<file path="config.mk">
export PLATFORM = sky130hd
export DESIGN_NAME = ccr_ctrl
export DESIGN_NICKNAME = d
export VERILOG_FILES = /design/src/rtl/ccr_pkg.sv /design/src/rtl/ccr_shadow_stack.sv /design/src/rtl/ccr_ctrl.sv
export SDC_FILE = /design/constraint.sdc
export NUM_CORES = 1
export LEC_CHECK = 0
export CAP_MARGIN = 0
export CORE_UTILIZATION = 45
export DETAILED_ROUTE_END_ITERATION = 12
export GPL_ROUTABILITY_DRIVEN = 0
export PLACE_DENSITY = 0.77
export SETUP_SLACK_MARGIN = 0.15
export SLEW_MARGIN = 10
export SYNTH_ARGS = -nofsm -noshare
export SYNTH_HDL_FRONTEND = slang
export SYNTH_SLANG_ARGS = --single-unit
</file>
<file path="constraint.sdc">
create_clock -name clk -period 1.4 [get_ports clk]
set_input_delay 0.28 -clock clk [delete_from_list [all_inputs] [get_ports clk]]
set_output_delay 0.28 -clock clk [all_outputs]
set_load 0.01 [all_outputs]
</file>
<file path="src/rtl/ccr_pkg.sv">
// ---------------------------------------------------------------------------
// ccr_pkg
// Shared definitions for the condition-code register controller:
//   - flag bit indices inside the 3-bit CCR ({C,N,Z})
//   - the flags typedef
//   - the shadow-stack state enum and a helper mapping occupancy to state
// Optional feature macro used by ccr_ctrl: CCR_JUMP_CLEAR_EN
// ---------------------------------------------------------------------------
package ccr_pkg;

   localparam int CCR_Z = 0;
   localparam int CCR_N = 1;
   localparam int CCR_C = 2;

   typedef logic [2:0] ccr_flags_t;

   typedef enum logic [1:0] {
      EMPTY   = 2'd0,
      PARTIAL = 2'd1,
      FULL    = 2'd2
   } stack_state_e;

   // Stack state is a pure function of occupancy: 0 -> EMPTY,
   // max -> FULL, anything in between -> PARTIAL.
   function automatic stack_state_e depth_to_state(input logic [2:0] d,
                                                   input logic [2:0] max_d);
      if (d == 3'd0) begin
         return EMPTY;
      end else if (d >= max_d) begin
         return FULL;
      end else begin
         return PARTIAL;
      end
   endfunction

endpackage

</file>
<file path="src/rtl/ccr_shadow_stack.sv">
// ---------------------------------------------------------------------------
// ccr_shadow_stack
// LIFO of CCR snapshots for nested interrupts, with occupancy counter and
// sticky overflow/underflow errors.
//
// Ports
//   clk, rst_n    : clock, asynchronous active-low reset
//   en_i          : update enable (low freezes depth, errors and storage)
//   push_i        : push push_data_i (ignored when pop_i is also high)
//   pop_i         : pop the top snapshot onto pop_data_o
//   push_data_i   : snapshot to store
//   pop_data_o    : snapshot at index depth-1 (valid while pop_ok_o is high)
//   pop_ok_o      : a pop is being accepted on this edge
//   depth_o       : current occupancy, 0..SHADOW_DEPTH
//   ovf_err_o     : sticky, push attempted while FULL
//   unf_err_o     : sticky, pop attempted while EMPTY
//   state_o       : stack FSM state (debug)
//
// Strobe semantics: push_i/pop_i are single-cycle requests sampled on the
// posedge where en_i=1; there is no back-pressure, a request that cannot be
// served is dropped and recorded in the matching error flag.
// ---------------------------------------------------------------------------
module ccr_shadow_stack
   import ccr_pkg::*;
#(
   parameter int SHADOW_DEPTH = 2
) (
   input  logic         clk,
   input  logic         rst_n,
   input  logic         en_i,
   input  logic         push_i,
   input  logic         pop_i,
   input  ccr_flags_t   push_data_i,
   output ccr_flags_t   pop_data_o,
   output logic         pop_ok_o,
   output logic [2:0]   depth_o,
   output logic         ovf_err_o,
   output logic         unf_err_o,
   output stack_state_e state_o
);

   localparam int         IDX_W     = (SHADOW_DEPTH > 1) ? $clog2(SHADOW_DEPTH) : 1;
   localparam logic [2:0] DEPTH_MAX = 3'(SHADOW_DEPTH);

   stack_state_e     state_q, state_d;
   logic [2:0]       depth_q, depth_d;
   logic             ovf_q, ovf_d;
   logic             unf_q, unf_d;
   ccr_flags_t       mem_q [SHADOW_DEPTH];

   logic             is_full;
   logic             is_empty;
   logic             do_push;
   logic             do_pop;
   logic [IDX_W-1:0] wr_idx;
   logic [IDX_W-1:0] rd_idx;

   // State register
   always_ff @(posedge clk or negedge rst_n) begin
      if (!rst_n) begin
         state_q <= EMPTY;
         depth_q <= 3'd0;
         ovf_q   <= 1'b0;
         unf_q   <= 1'b0;
      end else begin
         state_q <= state_d;
         depth_q <= depth_d;
         ovf_q   <= ovf_d;
         unf_q   <= unf_d;
      end
   end

   // Next-state logic. Pop wins over push; depth saturates at both ends
   // instead of wrapping.
   always_comb begin
      depth_d = depth_q;
      ovf_d   = ovf_q;
      unf_d   = unf_q;
      if (en_i) begin
         if (pop_i) begin
            if (is_empty) begin
               unf_d = 1'b1;
            end else begin
               depth_d = depth_q - 3'd1;
            end
         end else if (push_i) begin
            if (is_full) begin
               ovf_d = 1'b1;
            end else begin
               depth_d = depth_q + 3'd1;
            end
         end
      end
      state_d = depth_to_state(depth_d, DEPTH_MAX);
   end

   // Output logic
   always_comb begin
      is_full   = (state_q == FULL);
      is_empty  = (state_q == EMPTY);
      do_push   = en_i & push_i & ~pop_i & ~is_full;
      do_pop    = en_i & pop_i & ~is_empty;
      wr_idx    = depth_q[IDX_W-1:0];
      rd_idx    = wr_idx - 1'b1;
      pop_ok_o  = do_pop;
      depth_o   = depth_q;
      ovf_err_o = ovf_q;
      unf_err_o = unf_q;
      state_o   = state_q;
   end

   assign pop_data_o = mem_q[rd_idx];

   // Snapshot storage needs no reset: a slot is only read after a push.
   always_ff @(posedge clk) begin
      if (do_push) begin
         mem_q[wr_idx] <= push_data_i;
      end
   end

endmodule

</file>
<file path="src/rtl/ccr_ctrl.sv">
// ---------------------------------------------------------------------------
// ccr_ctrl
// Condition-code register {C,N,Z} with a single-winner update priority
// (rti_restore > int_save > flags_we > setc/clrc > jump clear), conditional
// jump evaluation, and a shadow stack for interrupt nesting.
//
// Ports
//   clk, rst_n        : clock, asynchronous active-low reset
//   alu_flags [2:0]   : {C,N,Z} from the ALU, loaded when flags_we=1
//   flags_we          : load alu_flags into the CCR
//   setc, clrc        : force C to 1 / 0 (both together: C unchanged)
//   jz, jn, jc        : conditional-jump evaluate strobes
//   int_save          : push CCR onto the shadow stack
//   rti_restore       : pop shadow stack into the CCR
//   stall             : freeze all state
//   ccr [2:0]         : registered CCR
//   jump_taken        : (jz&Z)|(jn&N)|(jc&C) from the registered CCR
//   depth [2:0]       : shadow stack occupancy
//   ovf_err, unf_err  : sticky push-when-full / pop-when-empty errors
//   stack_state       : shadow stack FSM state (debug)
//
// Build option: define CCR_JUMP_CLEAR_EN to clear the tested flag(s) when a
// jump is taken and no higher-priority action owns the cycle.
// ---------------------------------------------------------------------------
module ccr_ctrl
   import ccr_pkg::*;
#(
   parameter int SHADOW_DEPTH = 2
) (
   input  logic         clk,
   input  logic         rst_n,
   input  logic [2:0]   alu_flags,
   input  logic         flags_we,
   input  logic         setc,
   input  logic         clrc,
   input  logic         jz,
   input  logic         jn,
   input  logic         jc,
   input  logic         int_save,
   input  logic         rti_restore,
   input  logic         stall,
   output logic [2:0]   ccr,
   output logic         jump_taken,
   output logic [2:0]   depth,
   output logic         ovf_err,
   output logic         unf_err,
   output stack_state_e stack_state
);

   ccr_flags_t ccr_q, ccr_d;
   ccr_flags_t pop_data;
   logic       pop_ok;

   ccr_shadow_stack #(
      .SHADOW_DEPTH (SHADOW_DEPTH)
   ) u_shadow (
      .clk         (clk),
      .rst_n       (rst_n),
      .en_i        (~stall),
      .push_i      (int_save),
      .pop_i       (rti_restore),
      .push_data_i (ccr_q),
      .pop_data_o  (pop_data),
      .pop_ok_o    (pop_ok),
      .depth_o     (depth),
      .ovf_err_o   (ovf_err),
      .unf_err_o   (unf_err),
      .state_o     (stack_state)
   );

   // Evaluated on the registered CCR only: a flags_we in the same cycle is
   // not forwarded.
   assign jump_taken = (jz & ccr_q[CCR_Z]) | (jn & ccr_q[CCR_N]) | (jc & ccr_q[CCR_C]);

   always_comb begin
      ccr_d = ccr_q;
      if (!stall) begin
         if (rti_restore) begin
            // Underflow leaves the CCR untouched.
            if (pop_ok) begin
               ccr_d = pop_data;
            end
         end else if (int_save) begin
            // Push only; the CCR keeps its value and blocks lower actions.
            ccr_d = ccr_q;
         end else if (flags_we) begin
            ccr_d = alu_flags;
         end else if (setc | clrc) begin
            // setc and clrc together cancel out but still own the cycle.
            if (setc ^ clrc) begin
               ccr_d[CCR_C] = setc;
            end
         end else begin
`ifdef CCR_JUMP_CLEAR_EN
            if (jump_taken) begin
               if (jz) ccr_d[CCR_Z] = 1'b0;
               if (jn) ccr_d[CCR_N] = 1'b0;
               if (jc) ccr_d[CCR_C] = 1'b0;
            end
`else
            ccr_d = ccr_q;
`endif
         end
      end
   end

   always_ff @(posedge clk or negedge rst_n) begin
      if (!rst_n) begin
         ccr_q <= 3'b000;
      end else begin
         ccr_q <= ccr_d;
      end
   end

   assign ccr = ccr_q;

endmodule

</file>
* Yosys cells after proc, flatten, opt, wreduce, memory -nomap -nowiden
Memory sizes are Yosys's and may differ from the RTL's.
Cells that the tools add are included.
** Operators by class
- Order comparisons :: 1
- Reductions and logical operators :: 9
- Bitwise operators :: 16
- Equality and inequality tests :: 3
- Mux-type cells :: 15
- Add/sub/neg operators :: 3
** Operator list (count)
- 3-bit two-way mux :: 9
- 1-bit bitwise AND :: 8
- 4-bit AND reduction :: 2
- 3-bit nonzero test :: 2
- 5-bit AND reduction :: 1
- 1-bit two-way mux :: 4
- 2-bit two-way mux :: 2
- 2-bit by 1-bit != test with 1-bit output, second input constant :: 2
- 1-bit NOT :: 4
- 3-bit by 1-bit adder with 3-bit output, second input constant :: 1
- 3-bit by 2-bit greater-or-equal comparator with 1-bit output, second input constant :: 1
- 3-bit logical NOT :: 1
- 1-bit bitwise OR :: 3
- 3-bit AND reduction :: 1
- 3-bit by 1-bit subtractor with 3-bit output, second input constant :: 1
- 2-bit == test, second input constant :: 1
- 2-bit logical NOT :: 1
- 2-bit nonzero test :: 1
- 1-bit subtractor, second input constant :: 1
- 1-bit bitwise XOR :: 1
** Word-level totals
- Bits of input ports :: 14
- Word-level logic and storage cells :: 54
- Output and inout port bits :: 11
- Memory bits (writable) :: 6
- Memories :: 1
- Register bits after elaboration :: 10
** Memories
- u_shadow.mem_q :: depth 2, bits a word 3, read ports 1, clocked after memory_dff 0, wr ports 1, line ccr_shadow_stack.sv:49 : ccr_flags_t mem_q [SHADOW_DEPTH];

* Depth between registers and ports, before layout
- Word-level depth :: 8
- Depth in mapped cells :: 6
- Gate-level depth less buffers :: 6

* Modules after synthesis
From an unflattened synthesis, not the netlist that was laid out.
** Unflattened totals
- Cells, all modules :: 76
- Area, all modules :: 897.1 um2
** By module, submodules not included
- ccr_shadow_stack :: cells an instance 42, times used 1, sequential area each 355.3 um2, area an instance 590.6 um2
- ccr_ctrl :: cells an instance 34, times used 1, sequential area each 75.1 um2, area an instance 306.5 um2

* Worst setup path before layout
No wires, ideal clock.
- Path kind :: register to register
- Start :: register u_shadow.depth_q[0] (netlist: u_shadow.depth_o[0])
- End :: register u_shadow.state_q[0] (netlist: u_shadow.state_o[0])
- Data arrival time :: 1.287 ns
- Stages on the path, launching flop included :: 5
- Buffers on the path :: 0
- Library setup time :: 0.065 ns
- Setup slack :: 0.048 ns
- Data required time :: 1.335 ns
- Clock period less this slack :: 1.352 ns
- Cell sequence :: dfrtp_1 -> inv_1 -> ha_1 -> o221ai_2 -> o211a_1
** On the way
- Longest elaborated chain between the ends :: 8
- Elaborated cells between the ends (all ways) :: 11
- Classes of those cells :: 2 x add/sub; 1 x order compare; 7 x mux; 1 x reduce/logical
** RTL lines
- from (decl) :: line ccr_shadow_stack.sv:46 : logic [2:0] depth_q, depth_d;
- from (signal assigned) :: line ccr_shadow_stack.sv:67 : depth_q <= depth_d;
- 3-bit by 1-bit adder with 3-bit output :: line ccr_shadow_stack.sv:90 : depth_d = depth_q + 3'd1;
- 3-bit two-way mux :: line ccr_shadow_stack.sv:87 : if (is_full) begin
- 3-bit two-way mux :: line ccr_shadow_stack.sv:86 : end else if (push_i) begin
- 3-bit two-way mux :: line ccr_shadow_stack.sv:80 : if (pop_i) begin
- 3-bit two-way mux * :: line ccr_shadow_stack.sv:79 : if (en_i) begin
- 3-bit by 2-bit greater-or-equal comparator with 1-bit output :: line ccr_pkg.sv:29 : end else if (d >= max_d) begin
- 2-bit two-way mux :: line ccr_pkg.sv:29
- 2-bit two-way mux * :: line ccr_pkg.sv:27 : if (d == 3'd0) begin
- via u_shadow.state_d[0] :: line ccr_shadow_stack.sv:45 : stack_state_e state_q, state_d;
- to (signal assigned) :: line ccr_shadow_stack.sv:66 : state_q <= state_d;
- to (decl) :: line ccr_shadow_stack.sv:45
The timed path passes the listed nets; every way through them passes the cells marked *.
A chain may end at the register's enable or synchronous reset.

* Worst setup path in the final report
- Start :: input port jz
- End :: output port jump_taken
** On the way
- Longest elaborated chain between the ends :: 3
** RTL lines
- from (decl) :: line ccr_ctrl.sv:36 : input logic jz,
- 1-bit bitwise AND :: line ccr_ctrl.sv:73 : assign jump_taken = (jz & ccr_q[CCR_Z]) | (jn & ccr_q[CCR_N]) | (jc & ccr_q[CCR_C]);
- 1-bit bitwise OR (2 in series) :: line ccr_ctrl.sv:73
- to (decl) :: line ccr_ctrl.sv:43 : output logic jump_taken,
No other way between the ends.

==> results.ini <==
[outcome]
status=complete, but fails checks
violations=setup timing

[worst_setup_path]
critPathCaptureType=primary output
cp_slowest_cell=clkdlybuf4s50_1
start_kind=input pin
cpPeakStageDelay_ns=0.41
arrival_ns=1.28
r2r_start=u_shadow.state_o[1]
path_class=in -> out
reg2regPathDepth=6
worst-r2r-setup-slack_ns=-0.03
cp.required_ns=1.12
crit_chain=clkdlybuf4s50_1 -> a222oi_1 -> inv_1 -> buf_2
crit_path_max_fanout=1
r2r-end=u_shadow.state_o[0]

[yosys]
synth_top_family_by_area=simple AND/OR/NAND/NOR gates
synthesis.instances=72
synth_compound_area_share_pct=13.60
synthSimpleGateAreaFrac_pct=15.99
synth_seq_area_share_pct=51.42
synthAdderAreaFrac_pct=4.484
ys_types=31
synth_nets=89
ys_ff_latch=16
synth_xor_area_share_pct=2.093
syn_area_per_cell_um2=11.63
synth.area.mux_share_pct=7.922
yosys_warnings=0
mappedNetlistArea_um2=837.1

[drt]
drtIter0Drc=32
routed_wl_mm=2.667
ant_nets=0
drc_errors=0
viasPerCell=5.190
first_pass_iters=4
routedWlPerCell_um=18.14
route.vias.total=763

[floorplan]
die_h_um=45.13
die_w_um=45.13
num_io_pins=25
start_util_pct=48.48
dieArea_mm2=0.002037
num_rows=15
coreArea_mm2=0.001727

[timing]
hold_violations=0
maxSlewViolCount=0
setup_viol=4
fin_crit_ns=1.561
setup_ws_ns=-0.1614
rsz0062_at_grt=true
fin_tns_setup_ns=-0.2459
slew_headroom_pct=67.09
worst_pin_slew_ns=0.4922
finalCritPeriodShare_pct=111.5
hold-worst-slack_ns=0.3186
fin_skew_ns=0.002958
fmax_mhz=640.4

[pwr]
p_leak_nw=0.6369
power_mw=2.626
peakVddDrop_mv=1.291
power_density_mw_per_mm2=1791

[clock_network]
cts_root_buf=clkbuf_4
clock_path_buffers=2
clkSlewWorstSetupHoldPaths_ns=0.10
cts_tree=done
insertion_delay_ns=0.28
numCtsBuffers=3
cts_htree_levels=1
cts.sinks=16
hold_buffers=0

[global_routing]
track_usage_pct=25.70
grt_pass1_vias=733
grt_pass1_wl_mm=3.546
met2_usage_pct=47.25
grt_max_degree=11
use_met1_pct=29.95
antenna_found_initial=0
grt-busiest-layer=met2
overflow=0
globalRouteMet3Util_pct=4.000

[final_layout]
fillCellCount=102
synthToLayoutAreaGrowth_pct=75.19
mostFrequentLayoutCell=buf_4
layout_common_cells=buf_4 (15), buf_6 (10), dfrtp_1 (8), clkdlybuf4s50_1 (8), edfxtp_1 (6)
seq_area_um2=432.9
antenna_cells=0
nets=140
multi_input_area_um2=504.2
drive_gt1_share_pct=55.74

[flow_run]
max_cap_violations=0

[placed_design]
hpwl_mm=1.387
port_buffers=24

[hold_path]
holdCritPathClass=in -> async

[worst max path at each step]
stage / startpoint / endpoint / cells past startpoint
2_1_floorplan: setc / ccr[2] / 6
3_3_place_gp: setc / ccr[2] / 7
3_5_place_dp: setc / ccr[2] / 7
4_1_cts: ccr[0] / jump_taken / 3
5_1_grt: jz / jump_taken / 4
6_report: jz / jump_taken / 4
[registers in the layout, indices dropped and copies added (netlist names)]
signal / cells
u_shadow.state_o: 2
u_shadow.ovf_err_o: 1
u_shadow.unf_err_o: 1
u_shadow.depth_o: 3
u_shadow.mem_q: 6
ccr: 3
[final cells by class]
type                            count  area share (%)
Tap cell                           25           2.133
Sequential cell                    16           29.52
Clock inverter                      1          0.2560
Clock buffer                        3           1.536
Timing Repair Buffer               47           29.01
Multi-Input combinational cell     48           34.39
Inverter                            7           3.157
[Yosys cell counts]
master	n	area [µm²]
a211oi_1	1	7.510
a211oi_2	1	12.51
a21boi_1	1	7.510
a21o_1	1	7.510
a21oi_1	3	15.01
a222oi_1	1	10.01
a31o_2	1	8.760
and3b_1	1	8.760
buf_6	1	11.26
dfrtp_1	10	250.2
edfxtp_1	6	180.2
ha_1	3	37.54
inv_1	7	26.28
mux2_1	5	56.30
mux2i_1	1	10.01
nand2_1	7	26.28
nand2b_1	1	6.260
nand3_1	2	10.01
nand3_2	1	10.01
nor2_1	4	15.01
nor2_4	1	11.26
nor2b_1	2	12.51
nor2b_2	1	8.760
nor3b_4	1	18.77
o211a_1	1	10.01
o21ai_0	3	15.01
o21ai_1	1	5.000
o221ai_2	1	15.01
or2_1	1	6.260
xnor2_1	1	8.760
xor2_1	1	8.760
[layer usage]
| metal | vias to the layer above | share of wire (%) |
|---|---|---|
| met2 | 36 | 54 |
| met5 | - | 0 |
| li1 | 355 | - |
| met4 | 0 | 1.4 |
| met1 | 368 | 40 |
| met3 | 4 | 4.7 |
[worst max-delay path: cells and delay by family]
family / cells / cell delay, ns
buffers and inverters: 3 / 0.63
AOI/OAI and AO/OA: 1 / 0.36
[metrics by stage]
step           cell area [µm²]  cells  util [%]  setup slack, ns
6_report                  1466    147     84.93          -0.1614
5_1_grt                   1466    147     84.93          -0.1819
4_1_cts                   1341    144     77.68          -0.1066
3_5_place_dp              1219    130     70.58          -0.5453
3_3_place_gp              1219    130     70.58          -0.5083
2_1_floorplan            883.3     72         -           0.1239
[cell families (layout without fill, tap and decap cells)]
logic type	Yosys count	count (layout)
mux	6	6
xor+xnor	2	2
flops	16	16
compound gates	15	15
simple gates	22	22
fa+ha+maj	3	3
buf+inv	8	58
[where the power goes]
group          switching [mW]  internal [mW]  total, mW
logic                   0.726          0.918       1.64
registers              0.0893          0.642      0.732
clock network           0.147          0.103      0.251
[what timing repair did]
item                       in CTS  in global routing
buffers inserted               10                  3
gates resized for setup        49                 30
setup endpoints to repair      25                 23
pin swaps                      13                 11
(Power assumes the default switching activity.)
